**config.mk**
```make
export PLATFORM = sky130hd
export DESIGN_NAME = sar_word_fifo
export DESIGN_NICKNAME = d
export VERILOG_FILES = /design/src/rtl/sar_word_fifo.sv
export SDC_FILE = /design/constraint.sdc
export NUM_CORES = 1
export LEC_CHECK = 0
export CORE_MARGIN = 2
export CORE_UTILIZATION = 35
export DETAILED_ROUTE_END_ITERATION = 12
export HOLD_SLACK_MARGIN = 0.08
export PLACE_DENSITY = 0.63
export SLEW_MARGIN = 20
export SYNTH_ARGS = -nofsm -noshare
export SYNTH_HDL_FRONTEND = slang
export SYNTH_SLANG_ARGS = --single-unit
```
**constraint.sdc**
```tcl
create_clock -name CLK -period 2.34 [get_ports CLK]
set_input_delay 0.234 -clock CLK [delete_from_list [all_inputs] [get_ports CLK]]
set_output_delay 0.234 -clock CLK [all_outputs]
set_load 0.03 [all_outputs]
```
**src/rtl/sar_word_fifo.sv**
```systemverilog
// Rebuilds 8-bit SAR results from the serial bit stream (one bit per COMP_CLK fall) into a 4-deep
// fall-through FIFO; word visible the cycle after its push; a push into a full FIFO without a pop is dropped and sets OVERFLOW.
module sar_word_fifo #(
    parameter int DATA_W = 8,
    parameter int DEPTH  = 4,
    parameter int AW     = 2
) (
    input  logic              CLK,
    input  logic              RST,
    input  logic              COMP_CLK,
    input  logic              DIGITAL_OUT,
    input  logic              EN,
    input  logic              CLR_OVF,
    output logic [DATA_W-1:0] DOUT_DATA,
    output logic              DOUT_VALID,
    input  logic              DOUT_READY,
    output logic [AW:0]       FIFO_LEVEL,
    output logic              OVERFLOW,
    output logic [15:0]       WORD_CNT
);
    localparam int CW = $clog2(DATA_W);

    logic [DATA_W-2:0] sreg;
    logic [CW-1:0]     bit_cnt;
    logic              comp_clk_d;
    logic [AW-1:0]     wr_ptr;
    logic [AW-1:0]     rd_ptr;
    logic [DATA_W-1:0] mem [DEPTH];

    logic              fall;
    logic              push;
    logic              pop;
    logic              full;
    logic              wr_en;
    logic              drop;
    logic [DATA_W-1:0] word;

    assign fall       = comp_clk_d & ~COMP_CLK;
    assign word       = {sreg, DIGITAL_OUT};
    assign push       = fall & EN & (bit_cnt == CW'(DATA_W - 1));
    assign full       = (FIFO_LEVEL == (AW+1)'(DEPTH));
    assign DOUT_VALID = (FIFO_LEVEL != '0);
    assign DOUT_DATA  = mem[rd_ptr];
    assign pop        = DOUT_VALID & DOUT_READY;
    // A pop in the same cycle frees the slot, so a push into a full FIFO still lands.
    assign wr_en      = push & (~full | pop);
    assign drop       = push & full & ~pop;

    always_ff @(posedge CLK or posedge RST) begin
        if (RST) begin
            sreg       <= '0;
            bit_cnt    <= '0;
            comp_clk_d <= 1'b0;
            wr_ptr     <= '0;
            rd_ptr     <= '0;
            FIFO_LEVEL <= '0;
            OVERFLOW   <= 1'b0;
            WORD_CNT   <= '0;
            for (int i = 0; i < DEPTH; i++) begin
                mem[i] <= '0;
            end
        end else begin
            comp_clk_d <= COMP_CLK;

            // Disabling capture discards any partial word so the next enable starts at the MSB.
            if (!EN) begin
                sreg    <= '0;
                bit_cnt <= '0;
            end else if (fall) begin
                sreg    <= word[DATA_W-2:0];
                bit_cnt <= push ? '0 : bit_cnt + 1'b1;
            end

            if (wr_en) begin
                mem[wr_ptr] <= word;
                wr_ptr      <= wr_ptr + 1'b1;
                WORD_CNT    <= WORD_CNT + 1'b1;
            end
            if (pop) begin
                rd_ptr <= rd_ptr + 1'b1;
            end

            case ({wr_en, pop})
                2'b10:   FIFO_LEVEL <= FIFO_LEVEL + 1'b1;
                2'b01:   FIFO_LEVEL <= FIFO_LEVEL - 1'b1;
                default: FIFO_LEVEL <= FIFO_LEVEL;
            endcase

            if (drop) begin
                OVERFLOW <= 1'b1;
            end else if (CLR_OVF) begin
                OVERFLOW <= 1'b0;
            end
        end
    end
endmodule

```
==> results of run 1 <==
## cells in the mapped netlist (2+ instances only)
| cell type | number | share of area (%) |
|---|---|---|
| a21boi_0 | 9 | 2.2 |
| and3_1 | 5 | 1.0 |
| clkbuf_1 | 5 | 0.62 |
| dfrtp_1 | 67 | 56 |
| ha_1 | 8 | 3.3 |
| inv_1 | 9 | 1.1 |
| mux2_2 | 33 | 12 |
| mux4_2 | 8 | 6.0 |
| nand2_1 | 20 | 2.5 |
| nand2_2 | 4 | 0.83 |
| nand3_1 | 9 | 1.5 |
| nand4_1 | 5 | 1.0 |
| nor2b_1 | 2 | 0.42 |
| xnor2_1 | 16 | 4.6 |
| xor2_1 | 5 | 1.5 |
## critical path: cells and delay by family (launching register included)
kind,cells,cell delay [ns]
buf+inv,1,0.61
mux,1,0.53
flops,1,0.53
## cells by family (layout without fill, tap and decap cells)
| group | count (synthesis) | after routing | synth area share (%) |
|---|---|---|---|
| fa+ha+maj | 9 | 9 | 3.99 |
| xor+xnor | 21 | 21 | 6.10 |
| mux | 42 | 42 | 18.6 |
| buf+inv | 15 | 71 | 1.91 |
| simple gates | 56 | 56 | 11.0 |
| compound gates | 12 | 12 | 2.78 |
| flops | 67 | 67 | 55.6 |
## what timing repair did
action / in CTS / in global routing
hold buffers: 0 / 0
setup endpoints to repair: 8 / 3
gates resized for setup: 2 / 0
setup buffers: 0 / 4
pin swaps: 0 / 0
endpoints found under the hold margin: 0 / 0
## through the flow
stage | instances | cell area [um^2]
2_1_floorplan | 222 | 3010
3_3_place_gp | 364 | 3540
3_5_place_dp | 364 | 3540
4_1_cts | 379 | 3760
5_1_grt | 383 | 3790
6_report | 383 | 3790
## path summary, 6_finish.rpt
path	startpoint	to	slack [ns]	cells after the start
min in group CLK	COMP_CLK	comp_clk_d	0.43	1
worst min register to register	WORD_CNT[15]	WORD_CNT[15]	0.48	1
worst min-delay path	RST	WORD_CNT[15]	0.23	2
max in group asynchronous	RST	rd_ptr[1]	1.49	3
worst max register to register	bit_cnt[0]	FIFO_LEVEL[2]	0.18	11
worst max-delay path	rd_ptr[0]	DOUT_DATA[4]	0.09	2
## power by group through the flow
stage / Clock (uW) / Sequential (uW) / Combinational, uW
4_1_cts: 1050 / 1350 / 428
5_1_grt: 1090 / 1350 / 517
3_3_place_gp: 0 / 1360 / 416
2_1_floorplan: 0 / 1330 / 294
6_report: 1010 / 1330 / 479
3_5_place_dp: 0 / 1360 / 430
## layer usage
metal	vias to the layer above	track usage, %	part of all wire, %	wire, um
met5	-	0	0	0
met4	0	3.58	1.3	75
met3	10	5.35	4.9	282
met2	39	20.9	47	2710
met1	949	17.0	47	2690
li1	876	-	-	-
## placed cells by master (no fill, tap or decap), types with 2 or more instances in the layout
cell / instances
mux4_2: 8
xnor2_1: 16
and3_1: 5
nand2_2: 4
nand4_1: 5
ha_1: 8
dfrtp_1: 65
dfrtp_2: 2
buf_4: 11
nand2_1: 20
nor2b_1: 2
mux2_2: 33
a21boi_0: 9
xor2_1: 5
clkbuf_8: 13
nand3_1: 9
inv_1: 8
clkdlybuf4s50_1: 35
## flip-flops by register name, summed over array words and instances, names as in the netlist
signal and cells:
bit_cnt 3, mem 32, WORD_CNT 16, sreg 7
FIFO_LEVEL 3, wr_ptr 2, comp_clk_d 1, OVERFLOW 1
rd_ptr 2
## area by class of cell
cell class / count / area (um^2) / area share [%]
sequential: 67 / 1680 / 44.3
multi-input combinational: 140 / 1280 / 33.8
timing repair buffer: 47 / 453 / 12.0
clock buffer: 14 / 183 / 4.82
tap: 105 / 131 / 3.47
inverter: 9 / 33.8 / 0.891
clock inverter: 1 / 30.0 / 0.792
==> results.toml, run 1 <==
[synth]
yosysUniqueCellTypes = 32
ys_ff_latch = 67
ys_seq_area_share_pct = 55.6
async_flop_share_pct = 100
synth_area_um2 = 3010
syn_nets = 238
synth-edff-count = 0
yosys_warnings = 0
postSynthCellCount = 222
synth_area_per_cell_um2 = 13.6
synthFlopType = "dfrtp_1"

[clocking]
tritoncts = "done"
cts_root_buffer = "clkbuf_8"
clk_path_buf_depth = 2
clock-sinks = 67
htreeDepth = 3
clk_pin_slew_ns = 0.07
cts_inserted_buffers = 9
insertion_delay_ns = 0.34

[drt]
detail_route.iter0.violations = 51
post-route-drc-count = 0
via_count = 1874
drt-total-wl_um = 5760
ant_nets = 0
detail_route.wl_per_cell_um = 15.0
first_pass_iters = 4
vias_per_cell = 4.89

[sta]
slew_violations = 0
max_freq_mhz = 445
finalSetupTns_ns = 0
min_period_over_period_pct = 96.1
fin_ws_ns = 0.0910
setup_viol = 0
rsz0062_at_grt = "false"
worstMarginPinSlew_ns = 0.481
whs_ns = 0.232
slew_headroom_pct = 67.9
period_needed_ns = 2.25
finalHoldViolCount = 0
fin_skew_ns = 0.00543

[floorplan]
core_um2 = 8300
die_area_um2 = 9370
ioPinCount = 36
rows = 33
die_x_um = 96.8
die_y_um = 96.8
start_util_pct = 36.3

[setup_path]
worst-setup-path-type = "reg2out"
cp-end-kind = "output port"
critPathSlowestCell = "clkdlybuf4s50_1"
path_cells = "mux4_2 -> clkdlybuf4s50_1"
critPathArrivalTime_ns = 2.01
crit_path_start_kind = "register"
max_stage_delay_ns = 0.61
cp_max_fo = 9
cp.required_ns = 2.11

[power]
ir_worst_vdd_uv = 334
swShare_pct = 26.3
power_uw = 2820
power_frac_comb_pct = 17.0
power_density_nw_per_um2 = 743
power.leakage_uw = 0.00177
p_int_uw = 2080
clkPwrFrac_pct = 35.7
seq_power_share_pct = 47.3
p_switching_uw = 741

[global_routing]
antenna_found_initial = 0
grt_max_degree = 47
gr-usage-all-layers_pct = 13.3
grt_overflow = 0
grt_first_pass_wirelength_um = 9960
first_global_vias = 2053

[final_layout]
num-nets-final = 290
area_growth_pct = 25.7
fillers = 753
layout-drive-gt1-share_pct = 28.1
post-route-util_pct = 45.7
num_antenna_cells = 0

[place]
port_buffers = 35
hpwlAfterDp_um = 3810
gp_congestion = 0.757
pre_cts_ws_ns = 0.0495

[hold_path]
min_path_type = "in2async"

[flow_run]
maxCapViolations = 0

[outcome]
status = "complete, no violations"
Power figures use the tool's default switching activity.
==> run 2, diff against run 1 <==
CORE_ASPECT_RATIO = 2   (was unset)
TNS_END_PERCENT = 20   (was unset)
==> results.toml, run 2 (synthesized netlist as in run 1, its figures left out) <==
[floorplan]
die_y_um = 135
rows = 47
ioPinCount = 36
core_um2 = 8350
die_area_um2 = 9420
start_util_pct = 36.1
die_x_um = 69.6

[global_routing]
grt_overflow = 0
antenna_found_initial = 0
grt_max_degree = 27
first_global_vias = 1978
grt_first_pass_wirelength_um = 10000
gr-usage-all-layers_pct = 14.0

[final_layout]
top_register = "mem"
area_growth_pct = 27.9
num-nets-final = 287
largest_reg_flops = 32
regArea_um2 = 1680
fillers = 787
num_antenna_cells = 0
layout-drive-gt1-share_pct = 27.5
final_common_cell = "dfrtp_1"
top_regs = "mem x32, WORD_CNT x16, sreg x7"
final_cell_mix = "65 x dfrtp_1, 35 x clkdlybuf4s50_1, 33 x mux2_2, 20 x nand2_1, 16 x xnor2_1"
multi_input_area_um2 = 1280

[setup_path]
cp-end-kind = "output port"
crit_path_start_kind = "register"
critPathArrivalTime_ns = 2.01
worst-setup-path-type = "reg2out"
path_cells = "mux4_2 -> clkdlybuf4s50_1"
cp.required_ns = 2.11
cp_max_fo = 8
max_stage_delay_ns = 0.61
critPathSlowestCell = "clkdlybuf4s50_1"

[sta]
min_period_over_period_pct = 95.9
slew_violations = 0
period_needed_ns = 2.24
worstMarginPinSlew_ns = 0.599
fin_ws_ns = 0.0955
slew_headroom_pct = 60.0
finalSetupTns_ns = 0
finalHoldViolCount = 0
fin_skew_ns = 0.00757
setup_viol = 0
rsz0062_at_grt = "false"
max_freq_mhz = 446

[drt]
detail_route.wl_per_cell_um = 15.3
detail_route.iter0.violations = 30
post-route-drc-count = 0
vias_per_cell = 4.95
drt-total-wl_um = 5730
via_count = 1853
ant_nets = 0
first_pass_iters = 4

[clocking]
clock-sinks = 67
cts_inserted_buffers = 9
tritoncts = "done"
cts_root_buffer = "clkbuf_16"
clk_path_buf_depth = 2
clk_pin_slew_ns = 0.05
htreeDepth = 3
post_cts_buffers = 0
insertion_delay_ns = 0.33

[place]
gp_congestion = 0.721
port_buffers = 35
pre_cts_ws_ns = 0.0727
hpwlAfterDp_um = 4190

[hold_path]
min_path_type = "in2async"

[flow_run]
maxCapViolations = 0

[power]
ir_worst_vdd_uv = 538
power.leakage_uw = 0.00180
power_density_nw_per_um2 = 821

[outcome]
status = "complete, no violations"
[run 2: cell types whose count changed in the layout (fill, tap and decap cells not counted), sizes merged]
cell and delta:
clkbuf -4, clkinv +4, buf -3, bufinv +1
[run 2: per-layer routing]
| layer | track usage, % | share of wire, % | vias to the layer above |
|---|---|---|---|
| met5 | 0 | 0 | - |
| met4 | 7.69 | 2.5 | 0 |
| met3 | 3.72 | 4.2 | 12 |
| met2 | 24.8 | 54 | 34 |
| met1 | 14.9 | 39 | 932 |
| li1 | - | - | 875 |
[run 2: metrics by stage]
stage | instances | power (uW) | hold WS, ns | util [%] | area (um^2)
after floorplan | 222 | 1620 | 0.265 | - | 3010
after global placement | 358 | 1800 | 0.463 | 42.4 | 3540
after detailed placement | 358 | 1800 | 0.466 | 42.4 | 3540
after CTS | 374 | 3210 | 0.270 | 46.2 | 3850
after global routing | 374 | 3300 | 0.303 | 46.2 | 3850
final | 374 | 3160 | 0.262 | 46.2 | 3850
[run 2: path summary, 6_finish.rpt]
kind | startpoint | slack, ns | cells after the start | endpoint
setup / recovery | rd_ptr[0] | 0.1 | 2 | DOUT_DATA[5]
hold / removal | RST | 0.26 | 2 | WORD_CNT[9]
setup reg to reg | bit_cnt[0] | 0.19 | 11 | FIFO_LEVEL[2]
hold reg to reg | WORD_CNT[15] | 0.48 | 1 | WORD_CNT[15]
max in group asynchronous | RST | 1.43 | 3 | mem[31]
min in group CLK | COMP_CLK | 0.44 | 1 | comp_clk_d
[run 2: final cells by class]
cell class,instances,area share (%)
Multi-Input combinational cell,140,33.2
Clock buffer,10,5.94
Sequential cell,67,43.6
Tap cell,98,3.18
Timing Repair Buffer,44,11.2
Clock inverter,6,2.08
Inverter,9,0.876
[run 2: power by group]
| group | total, uW | switching [uW] | internal (uW) |
|---|---|---|---|
| Clock | 1390 | 470 | 924 |
| Combinational | 440 | 211 | 230 |
| Sequential | 1330 | 115 | 1210 |
[run 2: critical path, delay by kind of cell, from the launching register on]
family | cells | cell delay, ns
buffers and inverters | 1 | 0.61
flip-flops | 1 | 0.52
multiplexers | 1 | 0.55
[run 2: timing repair]
| action | 4_1_cts | 5_1_grt |
|---|---|---|
| resized for setup | 2 | 0 |
| hold buffers | 0 | 0 |
| setup endpoints to repair | 8 | 0 |
